**config.mk**
```make
export PLATFORM = sky130hd
export DESIGN_NAME = vram_arbiter
export DESIGN_NICKNAME = d
export VERILOG_FILES = /design/src/rtl/vram_arb_pkg.sv /design/src/rtl/vram_arb_select.sv /design/src/rtl/vram_arbiter.sv
export SDC_FILE = /design/constraint.sdc
export NUM_CORES = 1
export LEC_CHECK = 0
export ABC_CLOCK_PERIOD_IN_PS = 4100
export CORE_UTILIZATION = 35
export CTS_CLUSTER_DIAMETER = 120
export DETAILED_ROUTE_END_ITERATION = 10
export GPL_TIMING_DRIVEN = 0
export PLACE_DENSITY_LB_ADDON = 0.05
export SLEW_MARGIN = 20
export SYNTH_ARGS = -nofsm -noshare
export SYNTH_HDL_FRONTEND = slang
export SYNTH_SLANG_ARGS = --single-unit
```
**constraint.sdc**
```tcl
create_clock -name sys_clk -period 4.1 [get_ports sys_clk]
set_clock_uncertainty 0.1 [all_clocks]
set_input_delay 0.615 -clock sys_clk [delete_from_list [all_inputs] [get_ports sys_clk]]
set_output_delay 0.615 -clock sys_clk [all_outputs]
set_load 0.02 [all_outputs]
```
**src/rtl/vram_arb_pkg.sv**
```systemverilog
// Shared types for the VRAM arbiter: FSM state encoding and grant owner encoding.
package vram_arb_pkg;

    typedef enum logic [1:0] {
        IDLE  = 2'd0,
        ISSUE = 2'd1,
        WAIT  = 2'd2,
        ACK   = 2'd3
    } arb_state_t;

    localparam logic GRANT_VIDEO = 1'b0;
    localparam logic GRANT_CPU   = 1'b1;

endpackage

```
**src/rtl/vram_arb_select.sv**
```systemverilog
// Combinational winner pick (anti-starvation, urgent video, round-robin tie) valid only while arb_en.
// Owns the last-grant pointer and the saturating CPU wait counter; requesters wait on level req.
module vram_arb_select
    import vram_arb_pkg::*;
#(
    parameter int CPU_MAX_WAIT = 16
) (
    input  logic sys_clk,
    input  logic reset,
    input  logic arb_en,
    input  logic video_req,
    input  logic video_urgent,
    input  logic cpu_req,
    input  logic cpu_served,
    output logic grant_valid,
    output logic winner
);

    localparam int                WAIT_W     = $clog2(CPU_MAX_WAIT + 1);
    localparam logic [WAIT_W-1:0] WAIT_LIMIT = WAIT_W'(CPU_MAX_WAIT);

    logic [WAIT_W-1:0] cpu_wait;
    logic              last_grant;
    logic              cpu_starved;

    assign cpu_starved = cpu_req && (cpu_wait >= WAIT_LIMIT);
    assign grant_valid = arb_en && (video_req || cpu_req);

    always_comb begin
        winner = GRANT_VIDEO;
        if (cpu_starved) begin
            winner = GRANT_CPU;
        end else if (video_req && video_urgent) begin
            winner = GRANT_VIDEO;
        end else if (video_req && cpu_req) begin
            winner = ~last_grant;
        end else if (cpu_req) begin
            winner = GRANT_CPU;
        end
    end

    always_ff @(posedge sys_clk) begin
        if (reset) begin
            last_grant <= GRANT_CPU;
            cpu_wait   <= '0;
        end else begin
            if (grant_valid) begin
                last_grant <= winner;
            end
            // The counter only ages while the CPU is queued, not while its own access runs.
            if (grant_valid && (winner == GRANT_CPU)) begin
                cpu_wait <= '0;
            end else if (cpu_req && !cpu_served && (cpu_wait != '1)) begin
                cpu_wait <= cpu_wait + WAIT_W'(1);
            end
        end
    end

endmodule

```
**src/rtl/vram_arbiter.sv**
```systemverilog
// Shares the single-port VRAM between video fetch and CPU; read ack at t+2+MEM_LATENCY, write ack at t+2.
// Requesters hold a level req until a one-cycle ack; the FSM returns to IDLE between every access.
module vram_arbiter
    import vram_arb_pkg::*;
#(
    parameter int ADDR_W       = 13,
    parameter int DATA_W       = 8,
    parameter int MEM_LATENCY  = 1,
    parameter int CPU_MAX_WAIT = 16
) (
    input  logic              sys_clk,
    input  logic              reset,
    input  logic              video_req,
    input  logic [ADDR_W-1:0] video_addr,
    input  logic              video_urgent,
    output logic              video_ack,
    output logic [DATA_W-1:0] video_rd_data,
    input  logic              cpu_req,
    input  logic              cpu_we,
    input  logic [ADDR_W-1:0] cpu_addr,
    input  logic [DATA_W-1:0] cpu_wr_data,
    output logic              cpu_ack,
    output logic [DATA_W-1:0] cpu_rd_data,
    output logic [ADDR_W-1:0] mem_addr,
    output logic              mem_we,
    output logic [DATA_W-1:0] mem_wr_data,
    input  logic [DATA_W-1:0] mem_rd_data,
    output logic              grant_cpu,
    output logic              busy
);

    localparam int               CNT_W     = (MEM_LATENCY > 1) ? $clog2(MEM_LATENCY) : 1;
    localparam logic [CNT_W-1:0] LAST_WAIT = CNT_W'(MEM_LATENCY - 1);

    arb_state_t       state;
    arb_state_t       state_nxt;
    logic [CNT_W-1:0] wait_cnt;
    logic             cur_we;
    logic             grant_valid;
    logic             winner;
    logic             cpu_served;
    logic             wait_done;

    assign cpu_served = (state != IDLE) && grant_cpu;
    assign wait_done  = (state == WAIT) && (wait_cnt == LAST_WAIT);

    vram_arb_select #(
        .CPU_MAX_WAIT(CPU_MAX_WAIT)
    ) u_sel (
        .sys_clk     (sys_clk),
        .reset       (reset),
        .arb_en      (state == IDLE),
        .video_req   (video_req),
        .video_urgent(video_urgent),
        .cpu_req     (cpu_req),
        .cpu_served  (cpu_served),
        .grant_valid (grant_valid),
        .winner      (winner)
    );

    always_comb begin
        state_nxt = state;
        video_ack = 1'b0;
        cpu_ack   = 1'b0;
        mem_we    = 1'b0;
        busy      = (state != IDLE);
        case (state)
            IDLE: begin
                if (grant_valid) state_nxt = ISSUE;
            end
            ISSUE: begin
                mem_we    = cur_we;
                state_nxt = cur_we ? ACK : WAIT;
            end
            WAIT: begin
                if (wait_done) state_nxt = ACK;
            end
            ACK: begin
                video_ack = !grant_cpu;
                cpu_ack   = grant_cpu;
                state_nxt = IDLE;
            end
            default: state_nxt = IDLE;
        endcase
    end

    always_ff @(posedge sys_clk) begin
        if (reset) begin
            state         <= IDLE;
            wait_cnt      <= '0;
            grant_cpu     <= 1'b0;
            cur_we        <= 1'b0;
            mem_addr      <= '0;
            mem_wr_data   <= '0;
            video_rd_data <= '0;
            cpu_rd_data   <= '0;
        end else begin
            state    <= state_nxt;
            wait_cnt <= (state == WAIT) ? wait_cnt + CNT_W'(1) : '0;
            // Request fields are frozen at grant so the RAM side is immune to later input changes.
            if (grant_valid) begin
                grant_cpu <= (winner == GRANT_CPU);
                if (winner == GRANT_CPU) begin
                    mem_addr    <= cpu_addr;
                    mem_wr_data <= cpu_wr_data;
                    cur_we      <= cpu_we;
                end else begin
                    mem_addr <= video_addr;
                    cur_we   <= 1'b0;
                end
            end
            if (wait_done) begin
                if (grant_cpu) cpu_rd_data   <= mem_rd_data;
                else           video_rd_data <= mem_rd_data;
            end
        end
    end

endmodule

```
; ---- After elaboration in Yosys (flattened, before gate mapping)
; Index checks and enable logic that the tools add are counted.
; W data, S select, Z words.
[word_totals]
regBits = 48
out_inout_bits = 42
[op_classes]
add_sub_neg = 2
n_lt_le_gt_ge = 1
eq_ne = 6
mux = 13
bitwise_logic = 4
reduce_logical = 20
[op_table]
columns = operator, count
row1 = $mux W13, 1
row2 = $logic_and A1 B1 Y1, 9
row3 = $mux W1, 9
row4 = $pmux W2 S4, 1
row5 = $reduce_and A2 Y1, 4
row6 = $add A5 B1 Y5 const B, 1
row7 = $ge A5 B5 Y1 const B, 1
row8 = $ne A5 B5 Y1 const B, 1
row9 = $eq A2 B2 Y1 const B, 2
row10 = $mux W2, 2
row11 = $ne A2 B2 Y1 const B, 2
row12 = $not A1 Y1, 4
row13 = $reduce_or A2 Y1, 2
row14 = $eq A2 B1 Y1 const B, 1
row15 = $logic_not A1 Y1, 2
row16 = $logic_not A2 Y1, 1
row17 = $reduce_bool A2 Y1, 1
row18 = $add A1 B1 Y1 const B, 1
row19 = $logic_or A1 B1 Y1, 1

; ---- Logic depth before layout (Yosys ltp)
[logic_depth]
depth_word = 6
ltp_mapped = 7
depth_no_buf = 6

; ---- By module
; A second synthesis with hierarchy kept.
[hier_totals]
hier_cells = 211
area_unflattened_um2 = 2050.7
[by_module_without_submodules]
columns = module, n_inst, cells_each, area_each_um2
row1 = vram_arbiter, 1, 180, 1734.2
row2 = vram_arb_select, 1, 31, 316.6

; ---- Least setup slack after synthesis
; Ideal clock, no wire load.
[synth_path]
path_type = in2reg
startpoint = in video_urgent
endpoint = reg mem_wr_data[0]
setup_ns = 0.130
arrival_ns = 1.413
required_ns = 3.870
slack_ns = 2.457
cell_stages = 5
path_buffers = 1
cell_sequence = or2_4 -> a21oi_2 -> buf_4 -> mux2i_1 -> nor2_1
[synth_via]
elab_chain_len = 4
[synth_lines]
columns = element, line_no
row1 = from (decl), vram_arbiter.sv:15  ; input logic video_urgent,
row2 = $logic_and A1 B1 Y1, vram_arb_select.sv:33  ; end else if (video_req && video_urgent) begin
row3 = $mux W1, vram_arb_select.sv:33
row4 = $mux W1, vram_arb_select.sv:31  ; if (cpu_starved) begin
row5 = $reduce_and A2 Y1 (no source line), -
row6 = to (signal assigned), vram_arbiter.sv:105  ; mem_wr_data <= cpu_wr_data;
row7 = to (decl), vram_arbiter.sv:26  ; output logic [DATA_W-1:0] mem_wr_data,
; No other way between the ends.
; A chain may end at the register's enable or synchronous reset.

; ---- Worst setup path in the final report
[layout_path]
startpoint = reg state[1]
endpoint = out busy
[layout_via]
elab_chain_len = 1
[layout_lines]
columns = element, line_no
row1 = from (decl), vram_arbiter.sv:35  ; arb_state_t state;
row2 = from (signal assigned), vram_arbiter.sv:98  ; state <= state_nxt;
row3 = $reduce_bool A2 Y1, vram_arbiter.sv:66  ; busy = (state != IDLE);
row4 = to (decl), vram_arbiter.sv:29  ; output logic busy
; No other way between the ends.

==> reports/metrics.json <==
{
  "timing_worst_slew_pin_value_ns": 0.640,
  "maxSlewHeadroom": 0.573,
  "num-nets-final": 362,
  "overflow": 0,
  "hold_path_end": "u_sel.last_grant",
  "post-synth-top-count-cell": "sky130_fd_sc_hd__dfxtp_1",
  "syn-mean-instance-area_um2": 9.76,
  "synth_compound_gate_area_share": 0.147,
  "ys_seq_elements": 48,
  "synth.top_cells.by_count": "48 x sky130_fd_sc_hd__dfxtp_1, 47 x sky130_fd_sc_hd__nor2_1, 27 x sky130_fd_sc_hd__mux2i_1",
  "synth-edff-count": 0,
  "clock_insertion_delay_worst_skew_ns": 0.30,
  "highest_fanout_seen_on_the_critical_path": 7,
  "ir_drop_mv": 0.234,
  "synth.yosys.seq_area_share": 0.462,
  "setup_violations": 0,
  "ctsHtreeMaxLevel": 2,
  "ant_nets": 0,
  "grt_antenna_before_repair": 0,
  "dr_total_vias": 1786,
  "regToRegStartpoint": "state[0]",
  "maxClockFrequency_mhz": 400,
  "synth.distinct_cells": 39,
  "synth.mux.area_fraction": 0.130,
  "multiInputGateArea_um2": 1040,
  "die-area_um2": 6250,
  "hold_path_depth": 1,
  "die-width_um": 79.1,
  "grt_pass1_wl_mm": 8.07,
  "clock_sink_count": 48,
  "timing.setup.tns_ns": 0,
  "cts.repair.resized": 0,
  "synth_cells": 213,
  "post_layout_nonfiller_instances": 381,
  "synth_fp_nets": 267,
  "syn-cell-area_um2": 2080,
  "numPlacedInstances": 373,
  "rr_endpoint": "video_rd_data[5]",
  "max_cap_violations": 0,
  "critical_path_required_ns": 3.38,
  "yosys_warnings": 0,
  "row_count": 27,
  "antenna_cells": 0,
  "min_cycle_time_layout_ns": 2.50,
  "coreArea_um2": 5610,
  "area_added_between_synthesis_and_finish_pct": 52.5,
  "fillCellCount": 539,
  "buffers_from_clock_root_to_sink_at_most": 2,
  "reg2reg_setup_slack_ns": 2.32,
  "ioPinCount": 90,
  "netlist.area_leader.share": 0.462,
  "main_combinational_cell_family_by_area_after_synthesis": "simple AND/OR/NAND/NOR gates",
  "final_util": 0.566,
  "firstDrtPassIters": 4,
  "gpl.final_weighted_congestion": 0.794,
  "synth_largest_area_cell": "sky130_fd_sc_hd__dfxtp_1",
  "rsz0062_at_grt": "no",
  "die_h_um": 79.1,
  "yosys.area_share.xor_xnor": 0.0126,
  "cts_setup_buffers": 0,
  "drive_above_1_share": 0.123,
  "max_transition_viols_final": 0,
  "clkTransAtPathRegs_ns": 0.09,
  "cts-root-buf": "sky130_fd_sc_hd__clkbuf_8",
  "ff_latch_area_um2": 961,
  "r2r_cells": 6,
  "synth_simple_gate_area_share": 0.177,
  "final-hold-violation-count": 0,
  "floorplan.initialDensity": 0.371,
  "power_per_cell_area_nw_per_um2": 559,
  "grt_use_total": 0.165,
  "leading_post_synthesis_cells_by_cell_area": "sky130_fd_sc_hd__dfxtp_1 46%, sky130_fd_sc_hd__mux2i_1 13%, sky130_fd_sc_hd__nor2_1 8.5%, sky130_fd_sc_hd__a211oi_2 6.0%, sky130_fd_sc_hd__ha_1 3.6%",
  "ys_dominant_reg_cell": "sky130_fd_sc_hd__dfxtp_1",
  "hp-class": "reg2reg",
  "fin_crit_sh": 0.609,
  "viasPerCell": 4.69,
  "worst_setup_ep_type": "output port",
  "dr.first_iter.drc_count": 59,
  "via_count_of_the_first_global_routing_pass": 1676,
  "number_of_hold_repair_buffers_added_at_the_cts_stage": 0,
  "synth-async-reset-ratio": 0,
  "power.leakage_nw": 1.27,
  "run_status": "complete, no violations",
  "totalPowerFinal_mw": 1.77,
  "synth_fa_ha_area_frac": 0.0361,
  "final.hold.worst_slack_ns": 0.359,
  "start_kind": "flip-flop",
  "critical_path_arrival_ns": 1.78,
  "buffer_ports.inserted": 88,
  "drc_errors": 0,
  "pin_count_of_the_biggest_net_entering_global_routing": 16,
  "cts_tree": "done",
  "post_drt_wl_per_cell_um": 13.2,
  "timing_worst_setup_path_type": "reg2out",
  "cts-buffers-inserted": 5,
  "start_point_of_the_worst_hold_path": "u_sel.last_grant",
  "postRouteWirelength_mm": 5.05,
  "dp_hpwl_mm": 3.79
}
placed cells by master (no fill, tap or decap), types with 2 or more instances in the layout:
| cell | instances |
|---|---|
| sky130_fd_sc_hd__a211oi_1 | 3 |
| sky130_fd_sc_hd__clkbuf_8 | 6 |
| sky130_fd_sc_hd__dfxtp_1 | 48 |
| sky130_fd_sc_hd__nor2_1 | 47 |
| sky130_fd_sc_hd__inv_1 | 2 |
| sky130_fd_sc_hd__mux2i_1 | 27 |
| sky130_fd_sc_hd__a211oi_2 | 10 |
| sky130_fd_sc_hd__clkbuf_1 | 5 |
| sky130_fd_sc_hd__ha_1 | 6 |
| sky130_fd_sc_hd__and2_1 | 2 |
| sky130_fd_sc_hd__xnor2_1 | 3 |
| sky130_fd_sc_hd__buf_2 | 5 |
| sky130_fd_sc_hd__clkdlybuf4s50_1 | 88 |
| sky130_fd_sc_hd__a21oi_1 | 14 |
| sky130_fd_sc_hd__nor2_2 | 2 |
| sky130_fd_sc_hd__nand2_1 | 14 |
worst max-delay path, cell delays in order (launching register included):
cell                              delay, ns
sky130_fd_sc_hd__dfxtp_1               0.41
sky130_fd_sc_hd__inv_1                 0.09
sky130_fd_sc_hd__ha_1                  0.29
sky130_fd_sc_hd__inv_2                 0.10
sky130_fd_sc_hd__clkdlybuf4s50_1       0.61
state kept, by name, indices dropped and copies added, names as in the netlist:
signal / cells
state: 2
u_sel.last_grant: 1
wait_cnt: 1
mem_addr: 13
cur_we: 1
mem_wr_data: 8
u_sel.cpu_wait: 5
grant_cpu: 1
cpu_rd_data: 8
video_rd_data: 8
cell families after synthesis:
group | count (synthesis)
AOI/OAI and AO/OA | 36
muxes | 27
xor gates and xnor gates | 3
DFF | 48
adders and majority gates | 6
and+or+nand+nor | 78
buffers and inverters | 15
cell type report:
class,instances,share of cell area
buffer,12,0.0197
clock buffer,6,0.0260
multi-input combinational,150,0.329
tap,72,0.0284
sequential,48,0.303
timing repair buffer,88,0.278
clock inverter,2,0.0122
inverter,3,0.00355
per-stage QoR:
| step | area [um^2] | worst slack (ns) |
|---|---|---|
| 6_report | 3170 | 1.60 |
| 2_1_floorplan | 2080 | 2.46 |
| 3_5_place_dp | 3050 | 1.83 |
| 5_1_grt | 3170 | 1.48 |
| 3_3_place_gp | 3050 | 1.84 |
| 4_1_cts | 3170 | 1.58 |
metal layers:
| layer | global-route usage | share of wire | routed length (um) |
|---|---|---|---|
| met3 | 0.0333 | 0.054 | 272 |
| met5 | 0 | 0 | 0 |
| met2 | 0.253 | 0.44 | 2230 |
| met1 | 0.224 | 0.48 | 2440 |
| met4 | 0.0727 | 0.021 | 107 |
worst max path at each step:
stage | end | startpoint | depth (start not counted) | slack, ns
global route | busy | state[1] | 4 | 1.48
finish | busy | state[1] | 4 | 1.60
CTS | busy | state[1] | 4 | 1.58
detailed placement | mem_addr[8] | cpu_req | 5 | 1.83
floorplan | mem_wr_data[0] | video_urgent | 5 | 2.46
global placement | mem_addr[3] | video_req | 6 | 1.84
power by group:
part	switching (mW)	internal, mW	leakage (nW)
logic	0.422	0.367	0.815
clock network	0.161	0.200	0.0614
registers	0.0576	0.565	0.393
(Power assumes the default switching activity.)
